<file path="src/rtl/rx_command_sequencer_if.sv">
// rx_command_sequencer_if: receiver byte input, command handshake and error reporting
interface rx_command_sequencer_if #(parameter int ROW_W = 4, parameter int COL_W = 4);
  logic [7:0]       rxdata;
  logic             rxfinish;
  logic             cmd_valid;
  logic             cmd_ready;
  logic [1:0]       cmd_op;
  logic [ROW_W-1:0] cmd_row;
  logic [COL_W-1:0] cmd_col;
  logic             err_pulse;
  logic [2:0]       err_code;
  logic [7:0]       err_count;
  modport master (
    input  rxdata, rxfinish, cmd_ready,
    output cmd_valid, cmd_op, cmd_row, cmd_col, err_pulse, err_code, err_count
  );
  modport slave (
    output rxdata, rxfinish, cmd_ready,
    input  cmd_valid, cmd_op, cmd_row, cmd_col, err_pulse, err_code, err_count
  );
endinterface

</file>
<file path="src/rtl/rx_command_sequencer.sv">
// rx_command_sequencer: frames UART bytes into validated 4-byte board commands
module rx_command_sequencer #(
  parameter int ROWS    = 16,
  parameter int COLS    = 16,
  parameter int ROW_W   = 4,
  parameter int COL_W   = 4,
  parameter int TIMEOUT = 100000
) (
  input logic clock,
  input logic reset,
  rx_command_sequencer_if.master bus
);
  localparam int TW = $clog2(TIMEOUT);
  typedef enum logic [2:0] {IDLE, OP_RCVD, ROW_RCVD, COL_RCVD, CHECK, HOLD} state_t;
  state_t state, state_n;
  logic fin_d, strobe, rcv, abort, take, load, err;
  logic bad_sum, bad_op, bad_rng;
  logic [2:0] code;
  logic [1:0] op_n;
  logic [7:0] op_b, row_b, col_b, sum_b;
  logic [TW-1:0] timer;
  assign strobe  = bus.rxfinish & ~fin_d;
  assign rcv     = state inside {OP_RCVD, ROW_RCVD, COL_RCVD};
  // abort on the edge where the idle count would reach TIMEOUT-1; a byte that same cycle wins
  assign abort   = rcv & ~strobe & (timer == TW'(TIMEOUT - 2));
  assign bad_sum = |(op_b ^ row_b ^ col_b ^ sum_b);
  assign bad_op  = !(op_b inside {8'h52, 8'h46, 8'h4E});
  assign bad_rng = (op_b != 8'h4E) && ((32'(row_b) >= ROWS) || (32'(col_b) >= COLS));
  assign op_n    = op_b == 8'h52 ? 2'd0 : op_b == 8'h46 ? 2'd1 : 2'd2;
  // state register
  always_ff @(posedge clock or negedge reset)
    if (!reset) state <= IDLE;
    else state <= state_n;
  // next state, byte acceptance, frame validation and error selection
  always_comb begin
    state_n = state;
    take = 1'b0;
    load = 1'b0;
    err = 1'b0;
    code = 3'd0;
    case (state)
      IDLE, OP_RCVD, ROW_RCVD, COL_RCVD:
        if (strobe) begin
          take = 1'b1;
          state_n = state_t'(state + 3'd1);
        end else if (abort) begin
          err = 1'b1;
          code = 3'd4;
          state_n = IDLE;
        end
      CHECK: begin
        err = bad_sum | bad_op | bad_rng;
        load = ~err;
        code = bad_sum ? 3'd1 : bad_op ? 3'd2 : 3'd3;
        state_n = err ? IDLE : HOLD;
      end
      HOLD: if (bus.cmd_valid && bus.cmd_ready) state_n = IDLE;
      default: state_n = IDLE;
    endcase
    if (strobe && (state == CHECK || state == HOLD)) begin
      err = 1'b1;
      code = 3'd5;
    end
  end
  // byte shift register, inter-byte timer, command payload and error reporting
  always_ff @(posedge clock or negedge reset)
    if (!reset) begin
      fin_d <= 1'b1;
      {op_b, row_b, col_b, sum_b} <= '0;
      timer <= '0;
      bus.cmd_valid <= 1'b0;
      bus.cmd_op <= '0;
      bus.cmd_row <= '0;
      bus.cmd_col <= '0;
      bus.err_pulse <= 1'b0;
      bus.err_code <= '0;
      bus.err_count <= '0;
    end else begin
      fin_d <= bus.rxfinish;
      if (take) {op_b, row_b, col_b, sum_b} <= {row_b, col_b, sum_b, bus.rxdata};
      timer <= (rcv && !strobe && !abort) ? timer + 1'b1 : '0;
      if (load) begin
        bus.cmd_valid <= 1'b1;
        bus.cmd_op <= op_n;
        bus.cmd_row <= row_b[ROW_W-1:0];
        bus.cmd_col <= col_b[COL_W-1:0];
      end else if (bus.cmd_ready) bus.cmd_valid <= 1'b0;
      bus.err_pulse <= err;
      if (err) begin
        bus.err_code <= code;
        bus.err_count <= bus.err_count + {7'd0, bus.err_count != 8'hFF};
      end
    end
endmodule

</file>
<file path="src/flat_wrapper.sv">
// flat-port wrapper written by rule: the top's interface ports become plain ports
module rx_command_sequencer_flat 
#(
  parameter int ROWS    = 16,
  parameter int COLS    = 16,
  parameter int ROW_W   = 4,
  parameter int COL_W   = 4,
  parameter int TIMEOUT = 100000
)
  (clock, reset, bus_rxdata, bus_rxfinish, bus_cmd_ready, bus_cmd_valid, bus_cmd_op, bus_cmd_row, bus_cmd_col, bus_err_pulse, bus_err_code, bus_err_count);
  rx_command_sequencer_if #(.ROW_W(ROW_W), .COL_W(COL_W)) bus_i ();
  input logic clock;
  input logic reset;
  input wire logic [$bits(bus_i.rxdata)-1:0] bus_rxdata;
  input wire logic [$bits(bus_i.rxfinish)-1:0] bus_rxfinish;
  input wire logic [$bits(bus_i.cmd_ready)-1:0] bus_cmd_ready;
  output wire logic [$bits(bus_i.cmd_valid)-1:0] bus_cmd_valid;
  output wire logic [$bits(bus_i.cmd_op)-1:0] bus_cmd_op;
  output wire logic [$bits(bus_i.cmd_row)-1:0] bus_cmd_row;
  output wire logic [$bits(bus_i.cmd_col)-1:0] bus_cmd_col;
  output wire logic [$bits(bus_i.err_pulse)-1:0] bus_err_pulse;
  output wire logic [$bits(bus_i.err_code)-1:0] bus_err_code;
  output wire logic [$bits(bus_i.err_count)-1:0] bus_err_count;
  assign bus_i.rxdata = bus_rxdata;
  assign bus_i.rxfinish = bus_rxfinish;
  assign bus_i.cmd_ready = bus_cmd_ready;
  assign bus_cmd_valid = bus_i.cmd_valid;
  assign bus_cmd_op = bus_i.cmd_op;
  assign bus_cmd_row = bus_i.cmd_row;
  assign bus_cmd_col = bus_i.cmd_col;
  assign bus_err_pulse = bus_i.err_pulse;
  assign bus_err_code = bus_i.err_code;
  assign bus_err_count = bus_i.err_count;
  rx_command_sequencer #(.ROWS(ROWS), .COLS(COLS), .ROW_W(ROW_W), .COL_W(COL_W), .TIMEOUT(TIMEOUT)) u_core (.clock(clock), .reset(reset), .bus(bus_i));
endmodule
</file>
<file path="config.mk">
export PLATFORM = sky130hd
export DESIGN_NAME = rx_command_sequencer_flat
export DESIGN_NICKNAME = d
export VERILOG_FILES = /design/src/rtl/rx_command_sequencer_if.sv /design/src/rtl/rx_command_sequencer.sv /design/src/flat_wrapper.sv
export SDC_FILE = /design/constraint.sdc
export NUM_CORES = 1
export LEC_CHECK = 0
export ABC_CLOCK_PERIOD_IN_PS = 2700
export CAP_MARGIN = 5
export CORE_UTILIZATION = 25
export DETAILED_ROUTE_END_ITERATION = 8
export MAX_ROUTING_LAYER = met4
export SYNTH_ARGS = -nofsm -noshare
export SYNTH_HDL_FRONTEND = slang
export SYNTH_SLANG_ARGS = --single-unit
export TNS_END_PERCENT = 5
</file>
<file path="constraint.sdc">
create_clock -name clock -period 2.7 [get_ports clock]
set_input_delay 0.54 -clock clock [delete_from_list [all_inputs] [get_ports clock]]
set_output_delay 0.54 -clock clock [all_outputs]
set_load 0.01 [all_outputs]
</file>
==> flow_metrics.env <==
export IMPL_dr_pass1_iters=4
export IMPL_setup_ws_ns=0.467
export IMPL_finalCritPeriodShare_pct=82.7
export IMPL_core_area_um2=14100
export IMPL_cts_sinks=76
export IMPL_timing_critical_path_cells="xnor2_1, xnor2_1, nor4_2, a31oi_1, nor2_4, mux2_2"
export IMPL_via_per_inst=4.52
export IMPL_maxSlewViolCount=0
export IMPL_port_buffer_count=34
export IMPL_required_ns=2.92
export IMPL_htreeDepth=3
export IMPL_pre_cts_ws_ns=0.294
export IMPL_synth_fp_nets=333
export IMPL_grt_pass1_wl_um=11900
export IMPL_hold_violations=0
export IMPL_seqCellArea_um2=1900
export IMPL_synth_edf_count=0
export IMPL_synth_top_area_share_pct=51.2
export IMPL_fin_skew_ns=0.00693
export IMPL_holdBufCountCts=0
export IMPL_cp_slowest_cell="nor4_2"
export IMPL_grt_max_degree=77
export IMPL_fillCellCount=1397
export IMPL_syn_instance_count=312
export IMPL_tightest_slew_ns=0.967
export IMPL_multi_input_area_um2=1700
export IMPL_path_class="flip-flop to flip-flop"
export IMPL_cts_made_buffers=9
export IMPL_max_cap_viol_count=0
export IMPL_clk_latency_ns=0.33
export IMPL_setup_viol=0
export IMPL_async_flop_share_pct=100
export IMPL_setup_tns_ns=0
export IMPL_antenna_found_initial=0
export IMPL_dieHeight_um=123
export IMPL_fin_nets=377
export IMPL_mostFrequentLayoutCells="dfrtp_1 (75), mux2_2 (41), clkdlybuf4s50_1 (33), xnor2_1 (27), nand2_1 (24)"
export IMPL_areaGrowthSynthToFinish_pct=24.8
export IMPL_crit_arrival_ns=2.45
export IMPL_yosys_warnings=0
export IMPL_hpwl_um=4880
export IMPL_path_max_fanout=6
export IMPL_n_antenna_cell=0
export IMPL_yosys_area_top_type="dfrtp_1"
export IMPL_fmax_ghz=0.448
export IMPL_ys_ff_latch=76
export IMPL_wl_um=7030
export IMPL_crit_top_cell="xnor2_1"
export IMPL_path_clk_slew_ns=0.06
export IMPL_overflow=0
export IMPL_clockBufferDepth=2
export IMPL_numPlacedInstances=525
export IMPL_via_count=2444
export IMPL_peakVddDrop_v=0.000370
export IMPL_max_slew_margin_pct=35.5
export IMPL_seq_area_frac_synth_pct=52.0
export IMPL_cts_tree="built"
export IMPL_synth_cell_types=37
export IMPL_synth_flop_cell="dfrtp_1"
export IMPL_critPathLaunchType="flip-flop"
export IMPL_crit_path_end_kind="flip-flop"
export IMPL_drt_iter0_markers=164
export IMPL_finalCriticalPeriod_ns=2.23
export IMPL_wire_per_inst_um=13.0
export IMPL_cts_root_buf="clkbuf_16"
export IMPL_cp_slowest_stage_delay_ns=0.45
export IMPL_status="completed"
export IMPL_final_core_util_pct=32.4
export IMPL_power_density_nw_per_um2=930
export IMPL_gp_congestion=0.791
export IMPL_die_x_um=123
export IMPL_synthTopCellsByArea="dfrtp_1 (51%), mux2_2 (13%), xnor2_1 (6.5%)"
export IMPL_instances_no_fill=541
export IMPL_post_cts_setup_buffers=0
export IMPL_grt_pass1_vias=2505
export IMPL_start_util_pct=26.0
export IMPL_rows=43
export IMPL_syn_area_um2=3660
export IMPL_p_leak_nw=1.91
export IMPL_hp_class="primary input to async pin"
export IMPL_cts_resized_gates=0
export IMPL_syn_area_per_cell_um2=11.7
export IMPL_drive_gt1_share_pct=20.2
export IMPL_drc=0
export IMPL_io_pins=35
export IMPL_die_area_um2=15100
export IMPL_postRouteAntennaNets=0
export IMPL_grt_usage_pct=10.5
export IMPL_layout_commonest_cell="dfrtp_1"
export IMPL_rsz0062_at_grt="false"
[path summary, 6_finish.rpt]
kind / startpoint / to / slack, ns / depth (start not counted)
setup reg to reg: u_core.op_b[3] / u_core.bus.err_count[1] / 0.47 / 6
hold / removal: reset / u_core.sum_b[3] / 0.35 / 1
max in group asynchronous: reset / u_core.bus.err_code[2] / 1.72 / 1
hold reg to reg: u_core.timer[0] / u_core.timer[0] / 0.48 / 1
setup / recovery: u_core.op_b[3] / u_core.bus.err_count[1] / 0.47 / 6
min in group clock: u_core.timer[0] / u_core.timer[0] / 0.48 / 1
[flip-flops by register name, indices dropped and copies added, names as in the netlist]
register / count
u_core.timer: 17
u_core.bus.err_count: 8
u_core.col_b: 8
u_core.op_b: 8
u_core.row_b: 8
u_core.sum_b: 8
u_core.bus.cmd_col: 4
u_core.bus.cmd_row: 4
u_core.bus.err_code: 3
u_core.state: 3
u_core.bus.cmd_op: 2
u_core.bus.cmd_valid: 1
u_core.bus.err_pulse: 1
u_core.fin_d: 1
[cells in the mapped netlist (2+ instances only)]
master	count
buf_1	2
clkbuf_1	3
and3_1	8
mux2_2	41
and4_1	2
o2111ai_1	2
inv_1	9
xnor2_1	27
o21ai_0	10
a31oi_1	5
dfrtp_1	75
nor4_1	3
a21oi_1	4
and2_1	2
mux2_4	3
xor2_1	19
o22ai_1	5
nand2_1	24
nor2_1	22
nand3_1	11
ha_1	9
nand4_1	5
nor4_2	2
nor3_1	5
nor2b_1	2
[worst max-delay path, delay by kind of cell (launching register included)]
family | cells | cell delay, ns
multiplexers | 1 | 0.36
AND/OR/NAND/NOR | 2 | 0.69
flip-flops | 1 | 0.44
AO/OA/AOI/OAI | 1 | 0.31
XOR/XNOR | 2 | 0.31
[metrics by stage]
stage / cell area (um^2) / hold WS [ns] / power [mW]
after floorplan: 3660 / 0.244 / 2.66
after global placement: 4250 / 0.460 / 2.94
after detailed placement: 4250 / 0.479 / 2.98
after CTS: 4570 / 0.403 / 4.31
after global routing: 4570 / 0.439 / 4.52
final: 4570 / 0.352 / 4.25
[metal layers]
layer  up-vias  GRT usage [%]  share of wire (%)
met2        53           16.9                 48
met1      1193           12.3                 46
li1       1184              -                  -
met3        14           3.83                5.1
met4         0           2.94                1.2
met5         -              -                  0
[power breakdown]
group / switching, mW / internal (mW) / total [mW]
Combinational: 0.547 / 0.678 / 1.23
Sequential: 0.298 / 1.41 / 1.71
Clock: 0.476 / 0.838 / 1.31
Total: 1.32 / 2.93 / 4.25
[cell type report]
class | instances | share of cell area (%)
inverter | 9 | 0.739
sequential | 76 | 41.6
multi-input combinational | 221 | 37.1
timing repair buffer | 39 | 8.48
clock buffer | 11 | 5.31
tap | 180 | 4.93
clock inverter | 5 | 1.83
[kinds of logic (layout without fill, tap and decap cells)]
family	Yosys count	in the layout	synth area share, %
compound gates	29	29	4.78
xor+xnor	46	46	11.0
fa+ha+maj	9	9	3.07
buf+inv	15	64	1.74
flops	76	76	52.0
mux	45	45	14.1
simple gates	92	92	13.3
Power figures use the tool's default switching activity.
